### config.mk
export PLATFORM = sky130hd
export DESIGN_NAME = mem_port_arbiter
export DESIGN_NICKNAME = d
export VERILOG_FILES = /design/src/rtl/mem_port_arbiter.sv
export SDC_FILE = /design/constraint.sdc
export NUM_CORES = 1
export LEC_CHECK = 0
export ABC_CLOCK_PERIOD_IN_PS = 1940
export BUFFER_PORTS_ARGS = -buffer_cell sky130_fd_sc_hd__buf_2
export CORE_UTILIZATION = 39
export CTS_BUF_LIST = sky130_fd_sc_hd__clkbuf_16
export DETAILED_ROUTE_END_ITERATION = 10
export PLACE_DENSITY = 0.78
export SLEW_MARGIN = 30
export SYNTH_ARGS = -nofsm -noshare
export SYNTH_HDL_FRONTEND = slang
export SYNTH_SLANG_ARGS = --single-unit
### constraint.sdc
create_clock -name clk -period 1.94 [get_ports clk]
set_input_delay 0.097 -clock clk [delete_from_list [all_inputs] [get_ports clk]]
set_output_delay 0.097 -clock clk [all_outputs]
set_load 0.1 [all_outputs]
### src/rtl/mem_port_arbiter.sv
// Arbitrates one single-port memory between instruction fetch (IF) and load/store (LS).
// LS has priority; a starvation counter forces an IF grant after STARVE_LIMIT LS wins.
module mem_port_arbiter #(
  parameter int AWIDTH       = 32,
  parameter int DWIDTH       = 32,
  parameter int MEM_LATENCY  = 1,
  parameter int STARVE_LIMIT = 4
) (
  input  logic              clk,
  input  logic              rst,
  input  logic              if_req_i,
  input  logic [AWIDTH-1:0] if_addr_i,
  input  logic              if_flush_i,
  output logic              if_gnt_o,
  output logic              if_rvalid_o,
  output logic [DWIDTH-1:0] if_rdata_o,
  input  logic              ls_req_i,
  input  logic              ls_we_i,
  input  logic [AWIDTH-1:0] ls_addr_i,
  input  logic [DWIDTH-1:0] ls_wdata_i,
  input  logic [1:0]        ls_size_i,
  input  logic              ls_unsigned_i,
  output logic              ls_gnt_o,
  output logic              ls_rvalid_o,
  output logic [DWIDTH-1:0] ls_rdata_o,
  output logic [AWIDTH-1:0] mem_addr_o,
  output logic [DWIDTH-1:0] mem_wdata_o,
  output logic              mem_read_en_o,
  output logic              mem_write_en_o,
  output logic [1:0]        mem_size_o,
  output logic              mem_unsigned_o,
  input  logic [DWIDTH-1:0] mem_rdata_i,
  output logic              busy_o
);

  localparam logic [1:0] SIZE_WORD = 2'b10;
  localparam logic [2:0] LAT_INIT  = 3'(MEM_LATENCY);
  localparam logic [3:0] STARVE_MAX = 4'(STARVE_LIMIT);

  typedef enum logic {IDLE, WAIT} state_t;

  state_t            state, state_next;
  logic [2:0]        lat_cnt;
  logic [3:0]        starve_cnt;
  logic [AWIDTH-1:0] addr_q;
  logic [DWIDTH-1:0] wdata_q;
  logic [1:0]        size_q;
  logic              we_q;
  logic              unsigned_q;
  logic              owner_ls_q;
  logic              drop_q;
  logic              ls_win;
  logic              if_win;
  logic              last_cycle;

  // Grant gating on rst keeps every output low while reset is held.
  always_comb begin
    ls_win = 1'b0;
    if_win = 1'b0;
    if (state == IDLE && !rst) begin
      ls_win = ls_req_i && !(if_req_i && starve_cnt == STARVE_MAX);
      if_win = if_req_i && !ls_win;
    end
  end

  assign last_cycle = (state == WAIT) && (lat_cnt == 3'd1);

  always_comb begin
    state_next     = state;
    if_gnt_o       = if_win;
    ls_gnt_o       = ls_win;
    if_rvalid_o    = 1'b0;
    if_rdata_o     = '0;
    ls_rvalid_o    = 1'b0;
    ls_rdata_o     = '0;
    mem_addr_o     = '0;
    mem_wdata_o    = '0;
    mem_read_en_o  = 1'b0;
    mem_write_en_o = 1'b0;
    mem_size_o     = 2'b00;
    mem_unsigned_o = 1'b0;
    busy_o         = 1'b0;
    case (state)
      IDLE: begin
        if (if_win || ls_win) state_next = WAIT;
      end
      WAIT: begin
        busy_o         = 1'b1;
        mem_addr_o     = addr_q;
        mem_wdata_o    = wdata_q;
        mem_read_en_o  = !we_q;
        mem_write_en_o = we_q;
        mem_size_o     = size_q;
        mem_unsigned_o = unsigned_q;
        if (last_cycle) begin
          state_next = IDLE;
          if (owner_ls_q) begin
            ls_rvalid_o = 1'b1;
            ls_rdata_o  = we_q ? '0 : mem_rdata_i;
          end else if (!(drop_q || if_flush_i)) begin
            if_rvalid_o = 1'b1;
            if_rdata_o  = mem_rdata_i;
          end
        end
      end
      default: state_next = IDLE;
    endcase
  end

  always_ff @(posedge clk or posedge rst) begin
    if (rst) begin
      state <= IDLE;
    end else begin
      state <= state_next;
    end
  end

  // Request latch, latency countdown, starvation count and fetch-drop flag.
  always_ff @(posedge clk or posedge rst) begin
    if (rst) begin
      lat_cnt    <= '0;
      starve_cnt <= '0;
      addr_q     <= '0;
      wdata_q    <= '0;
      size_q     <= '0;
      we_q       <= 1'b0;
      unsigned_q <= 1'b0;
      owner_ls_q <= 1'b0;
      drop_q     <= 1'b0;
    end else if (ls_win) begin
      addr_q     <= ls_addr_i;
      wdata_q    <= ls_wdata_i;
      size_q     <= ls_size_i;
      we_q       <= ls_we_i;
      unsigned_q <= ls_unsigned_i;
      owner_ls_q <= 1'b1;
      drop_q     <= 1'b0;
      lat_cnt    <= LAT_INIT;
      if (if_req_i && starve_cnt != STARVE_MAX) starve_cnt <= starve_cnt + 4'd1;
    end else if (if_win) begin
      addr_q     <= if_addr_i;
      wdata_q    <= '0;
      size_q     <= SIZE_WORD;
      we_q       <= 1'b0;
      unsigned_q <= 1'b1;
      owner_ls_q <= 1'b0;
      drop_q     <= 1'b0;
      lat_cnt    <= LAT_INIT;
      starve_cnt <= '0;
    end else if (state == WAIT) begin
      lat_cnt <= lat_cnt - 3'd1;
      if (last_cycle) begin
        drop_q <= 1'b0;
      end else if (!owner_ls_q && if_flush_i) begin
        drop_q <= 1'b1;
      end
    end
  end

endmodule

==> impl_metrics.csv <==
group,metric,value,unit
run_status,status,"finished with violations",
run_status,violations,"negative setup slack",
route,routed_wl,18350,um
logic_synthesis,synthArstFlopShare,100.0,%
floorplanning,initial_utilization,40.95,%
timing,rsz0062_at_grt,"true",
grt,grt_pass1_wl,25720,um
logic_synthesis,avgSynthCellArea,9.334,um2
grt,grt_pass1_vias,4964,
logic_synthesis,ys_warn_count,0,
timing,setup_viol,65,
logic_synthesis,synth.net_count,602,
timing,period_minus_slack,2.125,ns
logic_synthesis,synth_area,4303,um2
timing,tightest_slew,0.5181,ns
cells_and_area,fillers,498,
timing,drv_slew,0,
worst_hold_path,holdPathEnd,"wdata_q[30]",
logic_synthesis,ys_ff_latch,78,
cells_and_area,syn_to_final_growth,107.3,%
clock_tree,root_buffer,"clkbuf_16",
floorplanning,die_h,107.0,um
route,vias,4834,
timing,worst_slack,-0.1847,ns
critical_path,timing.rr.start,"starve_cnt[0]",
cells_and_area,post-route-util,84.87,%
logic_synthesis,syn_inst,461,
grt,grt_usage,29.53,%
critical_path,crit_fanout,8,
clock_tree,cts_made_buffers,9,
route,drc,0,
cells_and_area,nNetsFinal,907,
route,avgRoutedWirePerCell,20.10,um
worst_hold_path,whs_path_depth,2,
critical_path,endpoint_kind,"output pin",
route,drtIter0Drc,463,
timing,relSlewSlack,65.33,%
logic_synthesis,ys.flop_type,"dfrtp_1",
timing,fin_skew,0.006657,ns
timing,tns,-9.689,ns
place,pre_cts_ws,0.07035,ns
cells_and_area,most-common-layout-cells,"buf_12, buf_2, inv_1",
cells_and_area,final_layout_size_suffix_gt1_share,59.66,%
critical_path,r2r-end,"wdata_q[31]",
timing,fmax,0.4706,GHz
place,gp_congestion,0.8872,
floorplanning,die-area,11460,um2
place,dp_hpwl,12510,um
clock_tree,h-tree-depth,3,
worst_hold_path,hold_class,"in2reg",
timing,finalCritPeriodShare,109.5,%
route,drtAntennaViolNets,0,
cells_and_area,final_common_cell,"buf_12",
clock_tree,cts_tree,"done",
clock_tree,worstSkewPairLatency,0.33,ns
logic_synthesis,ys_seq_area_share,45.36,%
job,cap_violations,0,
critical_path,critPathLaunchType,"register",
timing,whs,0.006089,ns
logic_synthesis,synth_edf_count,0,
timing,hold_viol_final,0,
route,drtPass1Iterations,6,
worst_hold_path,hold_start,"ls_wdata_i[30]",
critical_path,rr_worst_depth,8,
critical_path,cp.arrival,2.03,ns
floorplanning,core,10510,um2
cells_and_area,multi_input_area,2057,um2
critical_path,worstPathRequired,1.84,ns
place,portBuffers,274,
grt,grt_max_degree,62,
floorplanning,fp-row-count,37,
route,via_per_inst,5.295,
floorplanning,dieWidth,107.0,um
grt,overflow,0,
clock_tree,cts_sinks,78,
logic_synthesis,synth.distinct_cells,38,
critical_path,crit_type,"reg2out",
clock_tree,cts_buffer_depth,2,
clock_tree,cts.clk_slew.worst_paths,0.06,ns
floorplanning,io_pins,275,
critical_path,rrSetupSlack,0.07,ns
cells_and_area,seqCellArea,1953,um2
grt,antenna_found_initial,5,
## synthesized netlist by cell type, types with 2 or more instances
cell	n	area share, %
a222oi_1	32	7.4
ha_1	4	1.2
nand2_1	6	0.52
buf_6	4	1.0
o21ai_0	2	0.23
nand3b_1	2	0.35
buf_2	6	0.70
clkbuf_1	19	1.7
and2_1	132	19
a22o_1	34	6.9
nand4_1	2	0.29
dfrtp_1	78	45
inv_1	104	9.1
nand3_1	4	0.47
nor2_1	3	0.26
o22a_1	2	0.41
o21a_1	2	0.35
buf_4	5	0.87
## through the flow
| step | instance area, um2 | std cells |
|---|---|---|
| final | 8919 | 913 |
| after global routing | 8919 | 913 |
| after CTS | 8711 | 894 |
| after detailed placement | 8117 | 851 |
| after global placement | 8117 | 851 |
| after floorplan | 4518 | 461 |
## per-layer routing
metal	up-vias	GRT usage (%)	part of all wire, %
met3	60	6.869	7.4
met1	2368	28.70	33
met5	-	0	0
met2	288	56.04	54
li1	2118	-	-
met4	0	17.91	5.3
## worst max-delay path, stage by stage, from the launching register on
cell and delay, ns:
dfrtp_1 0.39, inv_2 0.08, ha_4 0.12, nand3b_1 0.20, nor4_4 0.22, buf_4 0.19, buf_8 0.14, and2_4 0.17
buf_12 0.17
## flip-flops by register name, indices dropped and copies added, names as in the netlist
name and cells:
addr_q 32, drop_q 1, lat_cnt 3, owner_ls_q 1, size_q 2, starve_cnt 4
state 1, unsigned_q 1, wdata_q 32, we_q 1
## final cells by class
class | instances | area share, %
Antenna cell | 6 | 0.1684
Clock buffer | 9 | 2.525
Clock inverter | 7 | 0.5331
Inverter | 105 | 4.489
Multi-Input combinational cell | 244 | 23.06
Sequential cell | 78 | 21.90
Tap cell | 136 | 1.908
Timing Repair Buffer | 328 | 45.41
## repair_timing
action | 4_1_cts | 5_1_grt
setup buffers | 5 | 8
pin swaps | 9 | 18
endpoints found under the hold margin | 35 | 0
cloned | 3 | 5
setup endpoints to repair | 67 | 102
hold buffers | 19 | 0
resized for setup | 22 | 20
## logic make-up (layout without fill, tap and decap cells)
| group | count (synthesis) | in the layout | synth area share, % |
|---|---|---|---|
| flops | 78 | 78 | 45.36 |
| fa+ha+maj | 4 | 4 | 1.163 |
| xor+xnor | 2 | 2 | 0.4072 |
| other cells | 0 | 6 | 0 |
| simple gates | 158 | 158 | 22.74 |
| buf+inv | 139 | 449 | 13.43 |
| mux | 1 | 1 | 0.2326 |
| compound gates | 79 | 79 | 16.66 |
## worst max path at each step
stage | cells past startpoint | end | startpoint | slack [ns]
after floorplan | 4 | if_rdata_o[22] | state | -0.34
after global placement | 7 | if_rdata_o[0] | lat_cnt[1] | 0.24
after detailed placement | 7 | addr_q[20] | starve_cnt[0] | 0.07
after CTS | 7 | if_rdata_o[22] | lat_cnt[1] | -0.13
after global routing | 8 | ls_rdata_o[15] | lat_cnt[1] | -0.23
final | 8 | if_rdata_o[4] | lat_cnt[1] | -0.18
Power is not shown: default switching activity piles up to over one toggle a cycle in this logic, so the estimate is an artifact.
